--- src/rtl/uart_tx_serializer.sv ---
// uart_tx_serializer
// UART transmitter. A byte is accepted through a valid/busy handshake and
// sent as one start bit, the data bits LSB-first, an optional parity bit and
// one stop bit. Bit timing comes from an internal clocks-per-bit counter.
//
// Build option: define UART_TX_PARITY_EN to insert a parity bit between the
// data bits and the stop bit. When it is defined, par_typ selects even (0) or
// odd (1) parity. When it is not defined, the parity state is compiled out
// and par_typ is ignored.
//
// tx_out and busy both come straight from flops. Their next values are
// derived from the next state, so the line only moves on bit boundaries.

module uart_tx_serializer #(
  parameter int DATA_WIDTH   = 8,
  parameter int CLKS_PER_BIT = 16
) (
  input  logic                  clk,
  input  logic                  rst,
  input  logic [DATA_WIDTH-1:0] p_data,
  input  logic                  data_valid,
  input  logic                  par_typ,
  output logic                  tx_out,
  output logic                  busy
);

  localparam int CYC_W = (CLKS_PER_BIT > 2) ? $clog2(CLKS_PER_BIT) : 1;
  localparam int BIT_W = $clog2(DATA_WIDTH + 1);

  localparam logic [CYC_W-1:0] CYC_LAST = CYC_W'(CLKS_PER_BIT - 1);
  localparam logic [BIT_W-1:0] BIT_LAST = BIT_W'(DATA_WIDTH - 1);

  typedef enum logic [2:0] {
    IDLE   = 3'd0,
    START  = 3'd1,
    DATA   = 3'd2,
`ifdef UART_TX_PARITY_EN
    PARITY = 3'd3,
`endif
    STOP   = 3'd4
  } state_t;

  state_t                state;
  state_t                state_nxt;
  logic [CYC_W-1:0]      cyc_cnt;
  logic [CYC_W-1:0]      cyc_nxt;
  logic [BIT_W-1:0]      bit_cnt;
  logic [BIT_W-1:0]      bit_nxt;
  logic [DATA_WIDTH-1:0] shift_reg;
  logic [DATA_WIDTH-1:0] shift_nxt;
  logic                  tx_nxt;
  logic                  busy_nxt;
  logic                  bit_done;

`ifdef UART_TX_PARITY_EN
  logic                  par_bit;
  logic                  par_nxt;
`else
  logic                  unused_par_typ;
  assign unused_par_typ = par_typ;
`endif

  assign bit_done = (cyc_cnt == CYC_LAST);

  // State register plus counters, shift register and the registered outputs
  always_ff @(posedge clk or posedge rst) begin
    if (rst) begin
      state     <= IDLE;
      cyc_cnt   <= '0;
      bit_cnt   <= '0;
      shift_reg <= '0;
      tx_out    <= 1'b1;
      busy      <= 1'b0;
`ifdef UART_TX_PARITY_EN
      par_bit   <= 1'b0;
`endif
    end else begin
      state     <= state_nxt;
      cyc_cnt   <= cyc_nxt;
      bit_cnt   <= bit_nxt;
      shift_reg <= shift_nxt;
      tx_out    <= tx_nxt;
      busy      <= busy_nxt;
`ifdef UART_TX_PARITY_EN
      par_bit   <= par_nxt;
`endif
    end
  end

  // Next-state logic: accept in IDLE, then step through the frame one bit period at a time
  always_comb begin
    state_nxt = state;
    cyc_nxt   = cyc_cnt;
    bit_nxt   = bit_cnt;
    shift_nxt = shift_reg;
`ifdef UART_TX_PARITY_EN
    par_nxt   = par_bit;
`endif
    case (state)
      IDLE: begin
        cyc_nxt = '0;
        bit_nxt = '0;
        if (data_valid) begin
          state_nxt = START;
          shift_nxt = p_data;
`ifdef UART_TX_PARITY_EN
          par_nxt   = (^p_data) ^ par_typ;
`endif
        end
      end
      START: begin
        if (bit_done) begin
          state_nxt = DATA;
          cyc_nxt   = '0;
        end else begin
          cyc_nxt = cyc_cnt + 1'b1;
        end
      end
      DATA: begin
        if (bit_done) begin
          cyc_nxt   = '0;
          shift_nxt = shift_reg >> 1;
          if (bit_cnt == BIT_LAST) begin
            bit_nxt = '0;
`ifdef UART_TX_PARITY_EN
            state_nxt = PARITY;
`else
            state_nxt = STOP;
`endif
          end else begin
            bit_nxt = bit_cnt + 1'b1;
          end
        end else begin
          cyc_nxt = cyc_cnt + 1'b1;
        end
      end
`ifdef UART_TX_PARITY_EN
      PARITY: begin
        if (bit_done) begin
          state_nxt = STOP;
          cyc_nxt   = '0;
        end else begin
          cyc_nxt = cyc_cnt + 1'b1;
        end
      end
`endif
      STOP: begin
        if (bit_done) begin
          state_nxt = IDLE;
          cyc_nxt   = '0;
        end else begin
          cyc_nxt = cyc_cnt + 1'b1;
        end
      end
      default: begin
        state_nxt = IDLE;
        cyc_nxt   = '0;
        bit_nxt   = '0;
      end
    endcase
  end

  // Output values for the coming cycle, taken from the state being entered
  always_comb begin
    tx_nxt   = 1'b1;
    busy_nxt = (state_nxt != IDLE);
    case (state_nxt)
      START:  tx_nxt = 1'b0;
      DATA:   tx_nxt = shift_nxt[0];
`ifdef UART_TX_PARITY_EN
      PARITY: tx_nxt = par_nxt;
`endif
      default: tx_nxt = 1'b1;
    endcase
  end

endmodule

--- config.mk ---
export PLATFORM = sky130hd
export DESIGN_NAME = uart_tx_serializer
export DESIGN_NICKNAME = d
export VERILOG_FILES = /design/src/rtl/uart_tx_serializer.sv
export SDC_FILE = /design/constraint.sdc
export NUM_CORES = 1
export LEC_CHECK = 0
export ABC_AREA = 1
export BUFFER_PORTS_ARGS = -buffer_cell sky130_fd_sc_hd__buf_2
export CAP_MARGIN = 20
export CORE_ASPECT_RATIO = 0.75
export CORE_UTILIZATION = 55
export DETAILED_ROUTE_END_ITERATION = 10
export HOLD_SLACK_MARGIN = 0.1
export PLACE_DENSITY = 0.74
export SETUP_SLACK_MARGIN = 0.4
export SYNTH_ARGS = -nofsm -noshare
export SYNTH_HDL_FRONTEND = slang
export SYNTH_SLANG_ARGS = --single-unit
--- constraint.sdc ---
create_clock -name clk -period 1.45 [get_ports clk]
set_input_delay 0.29 -clock clk [delete_from_list [all_inputs] [get_ports clk]]
set_output_delay 0.29 -clock clk [all_outputs]
set_load 0.05 [all_outputs]
==> qor.yml, run 1 <==
outcome:
  status: "finished clean"
timing:
  hold_slack_ns: 0.190
  slew_viol_final: 0
  worstMarginPinSlew_ns: 0.253
  timing.max_slew.rel_slack_pct: 83.1
  clock-skew-final_ns: 0.00658
  max_clock_freq_mhz: 753
  fin_ws_ns: 0.123
  period_minus_slack_ns: 1.33
  grt_setup_unrepaired: "true"
  finalHoldViolations: 0
  totalNegativeSetupSlack_ns: 0
  finalCritPeriodShare_pct: 91.5
  setup_viol: 0
synth:
  synth_cell_types: 24
  yosysTopAreaCell: "dfrtp_1"
  synth.cell_area_um2: 1110
  synth.net_count: 138
  seq_area_frac_synth_pct: 47.5
  synth.avg_cell_area_um2: 8.94
  netlist_top_cells_area: "dfrtp_1 45%, nand2_1 13%, inv_1 5.1%, nand3_1 5.0%, a22oi_1 4.1%"
  synth_warnings: 0
  synthesized_flop_and_latch_total: 21
  yosys.area.top_type_share_pct: 45.1
  synth_cells: 124
pwr:
  switching_power_uw: 206
  p_int_uw: 727
  p_seq_share_pct: 64.6
  switching_share_pct: 22.1
  pwr_density_cell_nw_per_um2: 672
  irDropWorstVdd_mv: 0.661
  share_clk_of_total_power_pct: 29.4
  p_leak_uw: 0.000696
  comb_power_share_pct: 6.0
critical_path:
  crit_path_end_kind: "flip-flop"
  worst_path_cell_trace: "ha_4, nand3_4, clkinv_4, nor2_4, nor2_8, inv_4, nand2_1, o21ai_2"
  critical_path_buf_inv_count: 2
  critical_path.max_fanout: 6
  critical_path.reg2reg.startpoint: "cyc_cnt[0]$_DFF_PP0_"
  reg2regPathDepth: 8
  cp-start-kind: "flip-flop"
  cp_slowest_cell: "dfrtp_1"
  timing_worst_setup_path_type: "flip-flop to flip-flop"
  ff2ff_setup_slack_ns: 0.12
  cp.arrival_ns: 1.57
  critPathTopFamily: "flip-flops"
  critical_path.reg2reg.endpoint: "bit_cnt[2]$_DFFE_PP0P_"
  worst_ep_required_time_ns: 1.70
  crit_path_max_incr_delay_ns: 0.43
route:
  num_vias: 895
  route.final.wire_length_um: 2160
  post-route-drc-count: 0
  post_drt_via_cell_ratio: 5.17
  final_antenna_net_count: 0
  drt-pass1-iter-count: 4
  final_routed_wire_length_divided_by_cell_count_um: 12.5
  number_of_drc_violations_after_detailed_routing_iteration_0: 14
global_route:
  global_route_wire_length_before_repair_um: 3360
  grt_pass1_vias: 778
  grt_start_max_net_pins: 14
  grt_antenna_before_repair: 0
  grt_overflow_total: 0
  grt_use_total_pct: 23.4
die:
  rows: 13
  x_dimension_of_the_die_um: 53.8
  die_h_um: 40.9
  placeableCoreArea_um2: 1810
  design.die.area_um2: 2200
  ios: 14
  initial_core_util_pct: 61.4
clock_tree:
  cts.path.max_buffers: 2
  cts.sinks: 21
  cts_root_buf: "clkbuf_4"
  tritoncts: "built"
  clock_latency_ns: 0.30
  h-tree-depth: 1
  cts_buffers: 3
  clkTransAtPathRegs_ns: 0.11
run:
  max-cap-violations: 0
layout:
  design.final.nets: 166
  n_antenna_cell: 0
  layout-area-overhead-vs-synth_pct: 25.3
  final_cells: 173
  layout-drive-gt1-share_pct: 37.1
  largest_register_ffs: 8
worst_hold_path:
  holdPathEnd: "shift_reg[7]$_DFFE_PP0P_"
  hold-path-cell-count: 3
  min-delay-start: "p_data[7]"
  hold_path_class: "input pin to flip-flop"
place:
  gp_congestion: 0.810
  worst_slack_at_placement_ns: 0.0868
  detailed_placement_hpwl_um: 1510
  port-buffer-count: 12
  placed_cells: 159
==> worst min-delay path: cells and delay by family <==
| kind | cells | cell delay, ns |
|---|---|---|
| simple gates | 2 | 0.09 |
| buf+inv | 1 | 0.08 |
==> synthesized netlist by cell type <==
master / instances
inv_1: 15
o21ai_0: 2
dfrtp_1: 20
xor2_1: 1
nor2_8: 2
nand2_2: 3
nand3_4: 2
clkinv_4: 1
nor2_4: 3
o21ai_2: 3
nand3b_1: 1
nand2_1: 37
nand4_1: 1
o22ai_1: 1
or2_2: 1
inv_2: 2
dfstp_2: 1
nand3_1: 11
nor3_1: 1
nor2_1: 5
a22oi_1: 6
a21oi_1: 2
ha_1: 2
nor3b_2: 1
==> placed cells by master, fill, tap and decap left out, drive strengths merged, types with 4 or more instances in the layout <==
cell type,count
a22oi,6
dfrtp,20
nor2,11
buf,21
clkbuf,4
nand3,13
o21ai,5
inv,16
nand2,40
==> final cells by class <==
type / count / area, µm²
Multi-Input combinational cell: 86 / 576
Sequential cell: 21 / 527
Fill cell: 123 / 417
Timing Repair Buffer: 22 / 154
Inverter: 18 / 78.8
Tap cell: 22 / 27.5
Clock buffer: 4 / 26.3
==> cells by family (layout without fill, tap and decap cells) <==
| kind of cell | count (synthesis) | count (layout) | synth area share [%] |
|---|---|---|---|
| buffers and inverters | 18 | 44 | 6.55 |
| flip-flops | 21 | 21 | 47.5 |
| adder cells (fa/ha/maj) | 2 | 2 | 2.26 |
| XOR/XNOR | 1 | 1 | 0.790 |
| AO/OA/AOI/OAI | 14 | 14 | 8.80 |
| AND/OR/NAND/NOR | 68 | 69 | 34.1 |
==> through the flow <==
step,cell area (µm²),utilization (%),total power [µW]
after floorplan,1130,-,639
final,1390,76.9,933
after CTS,1350,74.6,943
after global routing,1390,76.9,972
after detailed placement,1220,67.6,662
after global placement,1220,67.6,660
==> timing repair <==
item,CTS,global route
pin swaps,6,6
resized for setup,9,7
setup endpoints to repair,23,36
setup buffers,6,2
hold buffers,1,0
gates cloned,0,1
hold endpoints to repair,7,0
==> worst max-delay path by stage <==
stage | to | cells after the start | start
global route | bit_cnt[0]$_DFFE_PP0P_ | 8 | cyc_cnt[0]$_DFF_PP0_
floorplan | bit_cnt[2]$_DFFE_PP0P_ | 8 | cyc_cnt[0]$_DFF_PP0_
detailed placement | bit_cnt[2]$_DFFE_PP0P_ | 8 | cyc_cnt[0]$_DFF_PP0_
CTS | bit_cnt[3]$_DFFE_PP0P_ | 7 | cyc_cnt[1]$_DFF_PP0_
finish | bit_cnt[2]$_DFFE_PP0P_ | 8 | cyc_cnt[0]$_DFF_PP0_
global placement | busy$_DFF_PP0_ | 7 | cyc_cnt[0]$_DFF_PP0_
==> routing by layer <==
layer | up-vias | track usage, % | part of all wire, %
li1 | 459 | - | -
met3 | 5 | 7.78 | 4.2
met4 | 0 | 7.89 | 1.5
met2 | 16 | 35.5 | 43
met5 | - | 0 | 0
met1 | 415 | 31.3 | 51
==> power groups by stage <==
stage	Sequential [µW]	Clock, µW	Combinational [µW]
2_1_floorplan	617	0	21.6
3_3_place_gp	613	0	47.6
3_5_place_dp	613	0	49.2
4_1_cts	603	286	54.2
5_1_grt	604	304	63.5
6_report	603	275	56.0
No activity file was read; power rests on OpenSTA's default activity.
==> run 2, diff against run 1 <==
SETUP_SLACK_MARGIN = 0.2   (was 0.4)
clock period = 1.5 ns   (was 1.45 ns; I/O delays follow)
==> qor.yml, run 2 (synthesis gave the netlist of run 1 again) <==
die:
  ios: 14
  initial_core_util_pct: 61.4
  rows: 13
  placeableCoreArea_um2: 1810
  die_h_um: 40.9
  x_dimension_of_the_die_um: 53.8
  design.die.area_um2: 2200
layout:
  layout-area-overhead-vs-synth_pct: 20.3
  layout_common_cells: "35 x nand2_1, 20 x dfrtp_1, 13 x inv_1"
  layout-drive-gt1-share_pct: 33.6
  largest_register_ffs: 8
  n_antenna_cell: 0
  mostFrequentLayoutCell: "nand2_1"
  finish.instance_area_um2: 1330
  design.final.nets: 164
critical_path:
  critPathLaunch: "cyc_cnt[1]$_DFF_PP0_"
  ff2ff_setup_slack_ns: 0.18
  reg2regPathDepth: 8
  crit_path_end_kind: "flip-flop"
  critical_path.max_fanout: 6
  critical_path.reg2reg.endpoint: "bit_cnt[2]$_DFFE_PP0P_"
  worst_path_cell_trace: "ha_4, nand3_4, clkinv_4, nor2_4, nor2_8, inv_4, nand2_2, o21ai_2"
  worst_setup_path_endpoint: "bit_cnt[2]$_DFFE_PP0P_"
  worst_ep_required_time_ns: 1.74
  cp_slowest_cell: "dfrtp_1"
  critical_path.reg2reg.startpoint: "cyc_cnt[1]$_DFF_PP0_"
  cp-start-kind: "flip-flop"
  cp.arrival_ns: 1.55
  crit_path_max_incr_delay_ns: 0.43
  timing_worst_setup_path_type: "flip-flop to flip-flop"
place:
  port-buffer-count: 12
  gp_congestion: 0.817
  place_area_um2: 1200
  detailed_placement_hpwl_um: 1460
route:
  post_drt_via_cell_ratio: 5.29
  num_vias: 904
  route.final.wire_length_um: 2220
  post-route-drc-count: 0
  final_routed_wire_length_divided_by_cell_count_um: 13.0
  number_of_drc_violations_after_detailed_routing_iteration_0: 38
  final_antenna_net_count: 0
  drt-pass1-iter-count: 4
global_route:
  grt_start_max_net_pins: 22
  grt_antenna_before_repair: 0
  grt_overflow_total: 0
  grt_pass1_vias: 763
  grt_use_total_pct: 22.0
  global_route_wire_length_before_repair_um: 3220
clock_tree:
  h-tree-depth: 1
  clock_latency_ns: 0.30
  cts_buffers: 3
  cts.path.max_buffers: 2
  tritoncts: "built"
  cts.sinks: 21
  cts_root_buf: "clkbuf_4"
  clkTransAtPathRegs_ns: 0.11
pwr:
  p_leak_uw: 0.000679
  irDropWorstVdd_mv: 0.745
  pwr_density_cell_nw_per_um2: 674
timing:
  period_minus_slack_ns: 1.32
  max_clock_freq_mhz: 759
  grt_setup_unrepaired: "true"
  setup_viol: 0
  finalHoldViolations: 0
  finalCritPeriodShare_pct: 87.8
  timing.max_slew.rel_slack_pct: 82.4
  worstMarginPinSlew_ns: 0.264
  clock-skew-final_ns: 0.000941
  slew_viol_final: 0
  totalNegativeSetupSlack_ns: 0
outcome:
  status: "finished clean"
run:
  max-cap-violations: 0
worst_hold_path:
  hold_path_class: "input pin to flip-flop"
-- run 2: worst min-delay path by stage --
stage | start | end | slack (ns) | cells after the start
after CTS | p_data[5] | shift_reg[5]$_DFFE_PP0P_ | 0.19 | 3
after global placement | rst | shift_reg[3]$_DFFE_PP0P_ | 0.34 | 3
final | p_data[5] | shift_reg[5]$_DFFE_PP0P_ | 0.20 | 3
after global routing | p_data[1] | shift_reg[1]$_DFFE_PP0P_ | 0.19 | 3
after floorplan | rst | bit_cnt[0]$_DFFE_PP0P_ | 0.28 | 1
after detailed placement | rst | shift_reg[2]$_DFFE_PP0P_ | 0.34 | 3
-- run 2: repair_timing --
action                                  in CTS  in global routing
gates resized for setup                      9                  5
hold endpoints to repair                    20                  0
buffers inserted                             5                  1
endpoints found under the setup margin      14                 15
pin swaps                                    3                  5
cloned                                       0                  1
hold buffers                                 1                  0
-- run 2: cell type report --
class                      count  area [µm²]
clock buffer                   4        26.3
fill                         147         472
inverter                      18        75.1
multi-input combinational     86         546
sequential                    21         527
tap                           22        27.5
timing repair buffer          20         133
-- run 2: metrics by stage --
stage          hold slack, ns  power, µW  setup WS [ns]  util (%)  instances
4_1_cts                 0.194        913          0.162      72.4        169
5_1_grt                 0.192        950         0.0897      73.9        171
6_report                0.201        899          0.183      73.9        171
2_1_floorplan           0.276        617          0.218         -        124
3_5_place_dp            0.343        640         0.0953      66.7        159
3_3_place_gp            0.335        638          0.133      66.7        159
-- run 2: metal layers --
layer / track usage, % / vias up / part of all wire [%]
met4: 7.24 / 0 / 1.1
met3: 7.78 / 4 / 4.6
met1: 29.6 / 426 / 49
met2: 32.7 / 19 / 46
met5: 0 / - / 0
li1: - / 455 / -
-- run 2: report_power, final --
group	internal [µW]	leakage [µW]	switching, µW
clock	104	0.0000150	160
combinational	22.3	0.000401	30.3
sequential	577	0.000264	6.58
total	702	0.000679	197
-- run 2: critical path: cells and delay by family, from the launching register on --
family	cells	cell delay [ns]
AND/OR/NAND/NOR	4	0.41
AO/OA/AOI/OAI	1	0.05
buffers and inverters	2	0.18
adder cells (fa/ha/maj)	1	0.18
flip-flops	1	0.43
==> run 3, diff against run 2 <==
CAP_MARGIN = 0   (was 20)
clock period = 1.3 ns   (was 1.5 ns; I/O delays follow)
==> qor.yml, run 3 (synthesis gave the netlist of run 1 again) <==
critical_path:
  worst_ep_required_time_ns: 1.55
  cp_slowest_cell: "dfrtp_1"
  reg2regPathDepth: 8
  worst_path_cell_trace: "ha_2, nand3_4, clkinv_4, nor2_4, nor2_8, inv_4, nand2_1, nand2_1"
  cp-start-kind: "flip-flop"
  critPathTopFamily: "simple AND/OR/NAND/NOR gates"
  cp.arrival_ns: 1.58
  critical_path_cell_count: 8
  timing_worst_setup_path_type: "flip-flop to flip-flop"
  crit_path_max_incr_delay_ns: 0.41
  critical_path_buf_inv_count: 2
  library_cell_appearing_most_often_on_the_critical_path: "nand2_1"
  crit_path_end_kind: "flip-flop"
  critical_path.max_fanout: 6
outcome:
  status: "finished with violations"
  violations_in_the_final_reports: "setup timing"
worst_hold_path:
  hold-path-cell-count: 3
  hold_path_class: "input pin to flip-flop"
pwr:
  p_leak_uw: 0.000710
  post-layout-total-power_uw: 1040
  pwr_density_cell_nw_per_um2: 743
  irDropWorstVdd_mv: 0.847
die:
  rows: 13
  initial_core_util_pct: 61.4
  ios: 14
  die_h_um: 40.9
  x_dimension_of_the_die_um: 53.8
  placeableCoreArea_um2: 1810
  design.die.area_um2: 2200
global_route:
  grtUsageMet2_pct: 34.9
  grt_overflow_total: 0
  grt_start_max_net_pins: 13
  global_route_wire_length_before_repair_um: 3480
  global_route.usage.met1_pct: 32.3
  grt_antenna_before_repair: 0
  grt_util_met3_pct: 7.78
  grt_use_total_pct: 23.8
  grt_pass1_vias: 794
  globalRoute.busiestLayer: "met2"
clock_tree:
  tritoncts: "built"
  h-tree-depth: 1
  cts_root_buf: "clkbuf_4"
  cts.path.max_buffers: 2
  cts_buffers: 3
  clock_latency_ns: 0.30
  cts.sinks: 21
  clkTransAtPathRegs_ns: 0.11
timing:
  hold_slack_ns: 0.163
  setup_viol: 5
  finalHoldViolations: 0
  timing.max_slew.rel_slack_pct: 74.3
  totalNegativeSetupSlack_ns: -0.130
  grt_setup_unrepaired: "true"
  fin_ws_ns: -0.0314
  slew_viol_final: 0
  clock-skew-final_ns: 0.00336
  worstMarginPinSlew_ns: 0.385
  period_minus_slack_ns: 1.33
  max_clock_freq_mhz: 751
  finalCritPeriodShare_pct: 102
route:
  final_routed_wire_length_divided_by_cell_count_um: 12.4
  drt-pass1-iter-count: 4
  num_vias: 902
  post-route-drc-count: 0
  post_drt_via_cell_ratio: 5.13
  route.final.wire_length_um: 2180
  final_antenna_net_count: 0
  number_of_drc_violations_after_detailed_routing_iteration_0: 29
layout:
  final_cells: 176
  sequential_cell_area_um2: 527
  layout-area-overhead-vs-synth_pct: 26.7
  finish.instance_area_um2: 1410
  largest_register_ffs: 8
  mostFrequentLayoutCell: "nand2_1"
  layout_common_cells: "32 x nand2_1, 20 x dfrtp_1, 12 x inv_1, 12 x buf_4, 10 x buf_2"
  multi_input_comb_area_um2: 572
  fillerInstances: 113
  n_antenna_cell: 0
  layout-drive-gt1-share_pct: 39.6
  design.final.nets: 169
run:
  max-cap-violations: 0
place:
  port-buffer-count: 12
  gp_congestion: 0.814
  detailed_placement_hpwl_um: 1550
  placed_cells: 165
  place_area_um2: 1250
[run 3: worst register-to-register path, delay by kind of cell, from the launching register on]
| family | cells | cell delay [ns] |
|---|---|---|
| and+or+nand+nor | 5 | 0.47 |
| adders and majority gates | 1 | 0.22 |
| buffers and inverters | 2 | 0.18 |
| DFF | 1 | 0.41 |
[run 3: metrics by stage]
| stage | setup WS, ns | utilization, % |
|---|---|---|
| 4_1_cts | -0.0374 | 75.8 |
| 3_5_place_dp | -0.0338 | 69.3 |
| 2_1_floorplan | 0.0448 | - |
| 6_report | -0.0314 | 77.8 |
| 5_1_grt | -0.101 | 77.8 |
| 3_3_place_gp | -0.00582 | 69.3 |
[run 3: per-layer routing]
metal  vias to the layer above  part of all wire (%)
met3                         2                   4.6
li1                        468                     -
met4                         0                  0.64
met5                         -                     0
met2                        18                    45
met1                       414                    50
[run 3: final cells by class]
cell class,instances,area share [%]
repair buffers,25,12.6
multi-input cells,86,40.7
clock inverters,1,0.356
flip-flops and latches,21,37.5
clock buffers,3,1.60
well taps,22,1.96
inverters,18,5.34
[run 3: final timing paths]
check / start / slack [ns] / end
worst max register to register: cyc_cnt[1]$_DFF_PP0_ / -0.03 / bit_cnt[1]$_DFFE_PP0P_
worst min-delay path: p_data[3] / 0.16 / shift_reg[3]$_DFFE_PP0P_
min in group asynchronous: rst / 0.45 / bit_cnt[3]$_DFFE_PP0P_
max in group asynchronous: rst / 0.35 / shift_reg[7]$_DFFE_PP0P_
worst min register to register: shift_reg[3]$_DFFE_PP0P_ / 0.49 / shift_reg[3]$_DFFE_PP0P_
worst max-delay path: cyc_cnt[1]$_DFF_PP0_ / -0.03 / bit_cnt[1]$_DFFE_PP0P_
[run 3: repair_timing]
action	in CTS	in global routing
hold endpoints to repair	8	0
gates resized for setup	16	5
buffers inserted	3	2
endpoints found under the setup margin	23	23
pin swaps	8	9
hold buffers	1	0
gates cloned	1	0
[run 3: power breakdown]
part | switching (µW) | internal, µW | leakage [µW] | total [µW]
combinational | 35.6 | 25.5 | 0.000429 | 61.1
sequential | 7.76 | 665 | 0.000264 | 673
clock | 194 | 115 | 0.0000177 | 309
total | 238 | 806 | 0.000710 | 1040
